File: src/rtl/hazard_ctrl.sv
// hazard_ctrl: pipeline hazard control for the 5-stage in-order core.
// It keeps a shadow scoreboard of the destination registers held in EX, MEM
// and WB. From that scoreboard it produces the stall, flush and bubble
// controls, and the registered operand-forwarding selects used by EX.
// While the dcache has not completed an access, the whole pipeline is frozen.
//
// Build option: define HAZARD_FWD_EN to enable operand forwarding. When it is
// not defined, both forward selects stay at 00, and any source hit against a
// live EX/MEM/WB entry stalls the pipeline until that producer has retired.
//
// Ports:
//   clk, reset                 rising-edge clock, async active-low reset
//   id_valid                   ID holds a real instruction
//   id_rs1_addr, id_rs2_addr   ID source registers
//   id_uses_rs1, id_uses_rs2   ID actually reads rs1 / rs2
//   id_rd_addr, id_rf_w_en     ID destination register and write enable
//   id_is_load                 ID instruction is a load
//   ex_redirect                EX resolved a taken branch/jump
//   dmem_req, dmem_ready       MEM access pending / dcache completes it
//   stall_if/id/ex/mem         hold PC, IF/ID, ID/EX, EX/MEM (combinational)
//   bubble_ex, bubble_wb       NOP into ID/EX, MEM/WB (combinational)
//   flush_id                   invalidate IF/ID (combinational)
//   fwd_a_sel, fwd_b_sel       EX operand source, registered:
//                              00 regfile, 01 MEM alu_out, 10 WB rf_wdata
module hazard_ctrl #(
    parameter int unsigned REG_AW = 5,
    parameter int unsigned NREGS  = 32
) (
    input  logic              clk,
    input  logic              reset,
    input  logic              id_valid,
    input  logic [REG_AW-1:0] id_rs1_addr,
    input  logic [REG_AW-1:0] id_rs2_addr,
    input  logic              id_uses_rs1,
    input  logic              id_uses_rs2,
    input  logic [REG_AW-1:0] id_rd_addr,
    input  logic              id_rf_w_en,
    input  logic              id_is_load,
    input  logic              ex_redirect,
    input  logic              dmem_req,
    input  logic              dmem_ready,
    output logic              stall_if,
    output logic              stall_id,
    output logic              stall_ex,
    output logic              stall_mem,
    output logic              bubble_ex,
    output logic              bubble_wb,
    output logic              flush_id,
    output logic [1:0]        fwd_a_sel,
    output logic [1:0]        fwd_b_sel
);

    // Elaboration guard: the register file must fit in the address width.
    if (NREGS > (32'd1 << REG_AW)) begin : g_param_check
        $error("hazard_ctrl: NREGS exceeds the REG_AW address space");
    end

    typedef struct packed {
        logic [REG_AW-1:0] rd;
        logic              wen;
        logic              load;
    } sb_entry_t;

    typedef enum logic [1:0] {
        MODE_NORMAL,
        MODE_LOADUSE,
        MODE_REDIRECT,
        MODE_MEMWAIT
    } mode_e;

    sb_entry_t ex_q, mem_q, wb_q;
    mode_e     mode;
    logic      memwait, loaduse;
    logic      a_ex, a_mem, b_ex, b_mem;
    logic [1:0] fwd_a_nxt, fwd_b_nxt;

    // An entry is live only when it writes a non-x0 register.
    function automatic logic src_hit(input logic vld, input logic use_rs,
                                     input logic [REG_AW-1:0] rs,
                                     input sb_entry_t e);
        return vld && use_rs && e.wen && (e.rd != REG_AW'(0)) && (rs == e.rd);
    endfunction

    assign a_ex  = src_hit(id_valid, id_uses_rs1, id_rs1_addr, ex_q);
    assign a_mem = src_hit(id_valid, id_uses_rs1, id_rs1_addr, mem_q);
    assign b_ex  = src_hit(id_valid, id_uses_rs2, id_rs2_addr, ex_q);
    assign b_mem = src_hit(id_valid, id_uses_rs2, id_rs2_addr, mem_q);

`ifdef HAZARD_FWD_EN
    // Only a load still in EX cannot be forwarded in time.
    assign loaduse = (a_ex | b_ex) & ex_q.load;

    // The nearest producer wins: EX (MEM next cycle) over MEM (WB next cycle).
    always_comb begin
        fwd_a_nxt = 2'b00;
        fwd_b_nxt = 2'b00;
        if (a_ex)       fwd_a_nxt = 2'b01;
        else if (a_mem) fwd_a_nxt = 2'b10;
        if (b_ex)       fwd_b_nxt = 2'b01;
        else if (b_mem) fwd_b_nxt = 2'b10;
    end
`else
    logic a_wb, b_wb;

    assign a_wb = src_hit(id_valid, id_uses_rs1, id_rs1_addr, wb_q);
    assign b_wb = src_hit(id_valid, id_uses_rs2, id_rs2_addr, wb_q);

    // Without forwarding, every in-flight producer has to drain first.
    assign loaduse   = a_ex | a_mem | a_wb | b_ex | b_mem | b_wb;
    assign fwd_a_nxt = 2'b00;
    assign fwd_b_nxt = 2'b00;
`endif

    // The WB entry's load flag is never consulted.
    logic unused_wb;
    assign unused_wb = ^wb_q;

    assign memwait = dmem_req & ~dmem_ready;

    // Priority decision for this cycle.
    always_comb begin
        mode = MODE_NORMAL;
        if (memwait)          mode = MODE_MEMWAIT;
        else if (ex_redirect) mode = MODE_REDIRECT;
        else if (loaduse)     mode = MODE_LOADUSE;
    end

    // Pipeline controls, forced low while reset is asserted.
    always_comb begin
        stall_if  = 1'b0;
        stall_id  = 1'b0;
        stall_ex  = 1'b0;
        stall_mem = 1'b0;
        bubble_ex = 1'b0;
        bubble_wb = 1'b0;
        flush_id  = 1'b0;
        if (reset) begin
            case (mode)
                MODE_MEMWAIT: begin
                    stall_if  = 1'b1;
                    stall_id  = 1'b1;
                    stall_ex  = 1'b1;
                    stall_mem = 1'b1;
                    bubble_wb = 1'b1;
                end
                MODE_REDIRECT: begin
                    flush_id  = 1'b1;
                    bubble_ex = 1'b1;
                end
                MODE_LOADUSE: begin
                    stall_if  = 1'b1;
                    stall_id  = 1'b1;
                    bubble_ex = 1'b1;
                end
                default: ;
            endcase
        end
    end

    // Shadow scoreboard and forward-select registers.
    always_ff @(posedge clk or negedge reset) begin
        if (!reset) begin
            ex_q      <= '0;
            mem_q     <= '0;
            wb_q      <= '0;
            fwd_a_sel <= 2'b00;
            fwd_b_sel <= 2'b00;
        end else begin
            case (mode)
                MODE_MEMWAIT: begin
                    wb_q <= '0;
                end
                MODE_REDIRECT, MODE_LOADUSE: begin
                    ex_q      <= '0;
                    mem_q     <= ex_q;
                    wb_q      <= mem_q;
                    fwd_a_sel <= 2'b00;
                    fwd_b_sel <= 2'b00;
                end
                default: begin
                    ex_q      <= '{rd: id_rd_addr, wen: id_rf_w_en & id_valid,
                                   load: id_is_load};
                    mem_q     <= ex_q;
                    wb_q      <= mem_q;
                    fwd_a_sel <= fwd_a_nxt;
                    fwd_b_sel <= fwd_b_nxt;
                end
            endcase
        end
    end

endmodule

File: config.mk
export PLATFORM = sky130hd
export DESIGN_NAME = hazard_ctrl
export DESIGN_NICKNAME = d
export VERILOG_FILES = /design/src/rtl/hazard_ctrl.sv
export SDC_FILE = /design/constraint.sdc
export NUM_CORES = 1
export LEC_CHECK = 0
export CORE_MARGIN = 4
export CORE_UTILIZATION = 50
export DETAILED_ROUTE_END_ITERATION = 6
export HOLD_SLACK_MARGIN = 0.08
export PLACE_DENSITY = 0.85
export SYNTH_ARGS = -nofsm -noshare
export SYNTH_HDL_FRONTEND = slang
export SYNTH_SLANG_ARGS = --single-unit
export TNS_END_PERCENT = 30
File: constraint.sdc
create_clock -name clk -period 3.7 [get_ports clk]
set_input_delay 0.74 -clock clk [delete_from_list [all_inputs] [get_ports clk]]
set_output_delay 0.74 -clock clk [all_outputs]
set_load 0.01 [all_outputs]
==> reports/results.ini, run 1 <==
[timing]
min_period_over_period=0.982
fin_crit_ns=3.63
hold_viol_final=0
setup_tns_ns=0
skew_ns=0.00301
finalMaxSlewViolations=0
max_freq_mhz=275
setup_violations=0

[finish]
final_common_cell=dfrtp_1
final_util=0.744
n_antenna_cell=0
drive_gt1_frac=0.227
layout_common_cells=dfrtp_1 (18), clkdlybuf4s50_1 (16), xnor2_1 (15), xor2_1 (14), buf_4 (14)
n_fill_cell=167
fin_nets=191
syn2layout_area_growth_pct=39.0

[floorplan]
core-area_um2=2250
dieArea_um2=3260
die_x_um=57.1
pin_count=36
initial_utilization=0.535
die_y_um=57.1
rows=17

[flow_run]
max_cap_viol_count=0

[cts]
htreeDepth=1
cts_buffer_depth=2
clock_latency_ns=0.29
cts_made_buffers=3
cts_tree=done
clock_sinks=18
clkTransAtPathRegs_ns=0.10
ctsRootBufferMaster=clkbuf_4

[yosys]
yosys.cell_types.count=27
yosysTopAreaCell=dfrtp_1
ys_warn_count=0
ys_top_cells_by_area=dfrtp_1 (37%), xnor2_1 (12%), xor2_1 (10%)
dominantRegCellSynth=dfrtp_1
avgSynthCellArea_um2=9.97
postSynthCellCount=121
synth_edf_count=0
yosysSeqAreaShare=0.373
synth_seq_cells=18
synth_top_area_frac=0.373
async_flop_share=1.00
syn-cell-area_um2=1210

[pwr]
p_per_area_nw_per_um2=303
leakage_nw=0.777
worst_ir_drop_vdd_mv=0.315

[route]
dr.pass1.iters=4
wl_um=2920
first_iter_violations=22
post_drt_wl_per_cell_um=15.3
post-route-drc-count=0
ant_nets=0
vias_per_cell=5.31
via_count=1015

[critical_path]
critical_path.max_stage_delay_ns=0.49
start_kind=input pin
path_max_fanout=3
arrival_ns=2.89
slowest_stage=clkdlybuf4s50_1
cp-end-kind=primary output
rr_startpoint=mem_q[4]$_DFFE_PN0P_
startpoint=id_valid
worstSetupPathType=input pin to primary output
cp.required_ns=2.96
worstPathCellList=clkdlybuf4s50_1, nand2_1, nor2_1, a22oi_1, o21a_1, a32oi_2, buf_4, ha_1, and2_1, dlygate4sd2_1

[global_route]
grt_pass1_wl_um=4640
grt_pass1_vias=1028
grt-ovfl-total=0
use_met2=0.333
met1_usage=0.217
track_usage=0.184
grtUsageMet3=0.0317
grt_max_degree=19
antenna_found_initial=0
gr-max-usage-layer=met2

[status]
status=finished, final reports clean

[min_path]
worstHoldPathType=flip-flop to flip-flop
hold_start=ex_q[1]$_DFFE_PN0P_

[placed_design]
portBuffers=30
hpwl_um=2280
gp_congestion=0.855

-- report_power, final --
part | total [mW] | internal (mW) | switching, mW | leakage (nW)
clock network | 0.118 | 0.0599 | 0.0577 | 0.0210
logic | 0.148 | 0.0828 | 0.0654 | 0.518
registers | 0.242 | 0.215 | 0.0268 | 0.238
total | 0.508 | 0.358 | 0.150 | 0.777
-- critical path: cells and delay by family --
kind / cells / cell delay, ns
and+or+nand+nor: 3 / 0.43
AOI/OAI and AO/OA: 3 / 0.58
buffers and inverters: 3 / 0.92
adders and majority gates: 1 / 0.23
-- routing by layer --
metal	share of wire	up-vias
li1	-	493
met1	0.41	487
met2	0.53	31
met3	0.053	4
met4	0.0092	0
met5	0	-
-- cells in the mapped netlist, drive strengths merged (2+ instances only) --
| library cell | instances |
|---|---|
| buf | 7 |
| nor2b | 6 |
| xnor2 | 16 |
| nand4 | 4 |
| clkbuf | 2 |
| ha | 2 |
| nor4 | 2 |
| o221ai | 2 |
| mux2 | 6 |
| nand2 | 10 |
| or4 | 3 |
| and2 | 2 |
| nor2 | 2 |
| xor2 | 14 |
| dfrtp | 18 |
| nand2b | 7 |
| nor3 | 4 |
| o21ai | 7 |
-- cells by family after synthesis --
logic type / share of synthesized area
other: 0.00311
flip-flops: 0.373
multiplexers: 0.0560
buffers and inverters: 0.0498
adder cells (fa/ha/maj): 0.0207
XOR/XNOR: 0.218
AND/OR/NAND/NOR: 0.211
AO/OA/AOI/OAI: 0.0685
-- layout make-up --
cell class                      instances  area [µm²]  share of cell area
Timing Repair Buffer                   44         403               0.240
Sequential cell                        18         450               0.269
Multi-Input combinational cell         97         752               0.449
Clock buffer                            4        36.3              0.0216
Tap cell                               28        35.0              0.0209
-- worst paths after layout --
path,endpoint,slack (ns),cells after the start
max reg2reg,mem_q[2]$_DFFE_PN0P_,1.19,8
max in group asynchronous,mem_q[3]$_DFFE_PN0P_,2.60,2
max,bubble_ex,0.07,10
min reg2reg,ex_q[1]$_DFFE_PN0P_,0.55,2
min,ex_q[1]$_DFFE_PN0P_,0.55,2
min in group asynchronous,ex_q[6]$_DFFE_PN0P_,0.90,2
-- registers in the layout, indices dropped and copies added (netlist names) --
name,cells
ex_q,6
mem_q,6
wb_q,6
-- stage by stage --
stage	cells	hold slack, ns	total power [mW]	setup WS (ns)	instance area, µm²
5_1_grt	191	0.596	0.535	-0.0128	1680
4_1_cts	190	0.548	0.510	-0.0859	1650
6_report	191	0.546	0.508	0.0671	1680
3_3_place_gp	184	0.501	0.381	-0.204	1580
2_1_floorplan	124	0.444	0.324	0.655	1220
3_5_place_dp	184	0.509	0.388	-0.334	1580
-- repair_timing --
| action | CTS | global route |
|---|---|---|
| pin swaps | 2 | 6 |
| gates resized for setup | 13 | 15 |
| cloned | 0 | 0 |
| hold buffers | 0 | 0 |
| buffers inserted | 2 | 1 |
| endpoints found under the setup margin | 6 | 6 |
(Power assumes the default switching activity.)
==> run 2: changes to the inputs <==
CORE_ASPECT_RATIO = 0.9   (was default)
DONT_BUFFER_PORTS = 1   (was default)
PLACE_DENSITY = 0.66   (was 0.85)
==> reports/results.ini, run 2 (synthesis gave the netlist of run 1 again) <==
[timing]
finalMaxSlewViolations=0  ; unchanged
hold_viol_final=0  ; unchanged
rsz0062_at_grt=no
setup_ws_ns=0.484  ; +0.417 ns
skew_ns=0.00434  ; +0.00132 ns
setup_tns_ns=0  ; unchanged
max_freq_mhz=311  ; +13%
min_period_over_period=0.869  ; -0.113
tightest_slew_ns=0.602
setup_violations=0  ; unchanged
slew_headroom=0.598
fin_crit_ns=3.22  ; -0.417 ns

[critical_path]
path_max_fanout=7  ; +4
crit_buf_inv=0  ; -3
worstPathCellList=xor2_1, nor4_4, a22oi_1, o21a_1, a32oi_1, ha_1, and2_1
cp.required_ns=2.96  ; about the same
crit_family=simple AND/OR/NAND/NOR gates
arrival_ns=2.48  ; -0.41 ns
cp-end-kind=primary output
start_kind=flip-flop
slowest_stage=dfrtp_1
worstSetupPathType=flip-flop to primary output
critical_path.max_stage_delay_ns=0.45  ; -0.04 ns

[finish]
final_common_cell=dfrtp_1
top_regs=ex_q x6, mem_q x6, wb_q x6
fin_nets=147  ; -23%
n_antenna_cell=0  ; unchanged
drive_gt1_frac=0.0932  ; -0.134
final_area_um2=1210  ; -28%
layout_common_cells=dfrtp_1 (18), xnor2_1 (16), xor2_1 (14), nand2_1 (10), nand2b_1 (7)
instances_no_fill=145  ; -24%
syn2layout_area_growth_pct=0.622
n_fill_cell=217  ; +30%

[placed_design]
gp_congestion=0.840  ; -1.8%
placed_cells=142  ; -23%
portBuffers=0  ; -100%
post-place-ws_ns=0.500  ; +0.834 ns
placed_cell_area_um2=1190  ; -24%
hpwl_um=1970  ; -14%

[cts]
ctsRootBufferMaster=clkbuf_4
cts_resized=0  ; -13
clkTransAtPathRegs_ns=0.10  ; about the same
cts_buffer_depth=2  ; unchanged
cts_made_buffers=3  ; unchanged
cts-hold-fix-buffers=0  ; unchanged
clock_sinks=18  ; unchanged
htreeDepth=1  ; unchanged
clock_latency_ns=0.29  ; about the same
post_cts_buffers=0  ; -2
cts_tree=done

[route]
dr.pass1.iters=4  ; unchanged
via_count=816  ; -20%
ant_nets=0  ; unchanged
wl_um=2450  ; -16%
first_iter_violations=24  ; +9.1%
post-route-drc-count=0  ; unchanged
post_drt_wl_per_cell_um=16.9  ; +11%
vias_per_cell=5.63  ; +5.9%

[floorplan]
initial_utilization=0.538  ; +0.00299
core-area_um2=2240  ; -0.55%
pin_count=36  ; unchanged
die_x_um=59.8  ; +4.6%
die_y_um=54.6  ; -4.4%
rows=16  ; -1
dieArea_um2=3260  ; about the same

[min_path]
worstHoldPathType=input pin to async pin

[global_route]
grt_pass1_wl_um=3980  ; -14%
grt_max_degree=23  ; +4
grt-ovfl-total=0  ; unchanged
antenna_found_initial=0  ; unchanged
grt_pass1_vias=850  ; -17%
track_usage=0.172  ; -0.0113

[flow_run]
max_cap_viol_count=0  ; unchanged

[pwr]
worst_ir_drop_vdd_mv=0.173  ; -45%
leakage_nw=0.508  ; -35%
p_per_area_nw_per_um2=353  ; +17%

[status]
status=finished, final reports clean

## run 2: cell types whose count changed in the layout (fill, tap and decap cells not counted), moves of 3 or more
cell / before / now
clkdlybuf4s50_1: 16 / 0
buf_4: 14 / 0
dlymetal6s2s_1: 7 / 0
nor3_1: 1 / 4
nor3_2: 3 / 0
dlygate4sd2_1: 4 / 0
clkbuf_2: 3 / 0
## run 2: metrics by stage
stage	power, mW	hold WS (ns)	util
floorplan	0.324	0.444	-
global placement	0.333	0.445	0.531
detailed placement	0.338	0.445	0.531
CTS	0.438	0.113	0.541
global route	0.459	0.103	0.541
finish	0.429	0.129	0.541
## run 2: metal layers
layer  global-route usage  share of wire
met5                    0              0
met4               0.0923          0.013
met3               0.0330          0.079
met2                0.270           0.45
met1                0.225           0.46
## run 2: path summary, 6_finish.rpt
| path | slack, ns | from | depth (start not counted) | end |
|---|---|---|---|---|
| worst min-delay path | 0.13 | reset | 0 | ex_q[5]$_DFFE_PN0P_ |
| min in group clk | 0.53 | ex_q[1]$_DFFE_PN0P_ | 2 | ex_q[1]$_DFFE_PN0P_ |
| max in group asynchronous | 3.50 | reset | 0 | wb_q[3]$_DFF_PN0_ |
| worst max-delay path | 0.48 | mem_q[6]$_DFFE_PN0P_ | 7 | bubble_wb |
| worst min register to register | 0.53 | ex_q[1]$_DFFE_PN0P_ | 2 | ex_q[1]$_DFFE_PN0P_ |
| worst max register to register | 1.09 | mem_q[6]$_DFFE_PN0P_ | 7 | mem_q[5]$_DFFE_PN0P_ |
## run 2: where the power goes
part	switching, mW	leakage, nW	internal (mW)
Clock	0.0576	0.0138	0.0379
Sequential	0.0245	0.238	0.215
Combinational	0.0425	0.256	0.0512
## run 2: layout make-up
cell class / instances / area [µm²] / area share
clock buffer: 3 / 22.5 / 0.0186
sequential: 18 / 450 / 0.371
multi-input combinational: 97 / 707 / 0.582
tap: 27 / 33.8 / 0.0278
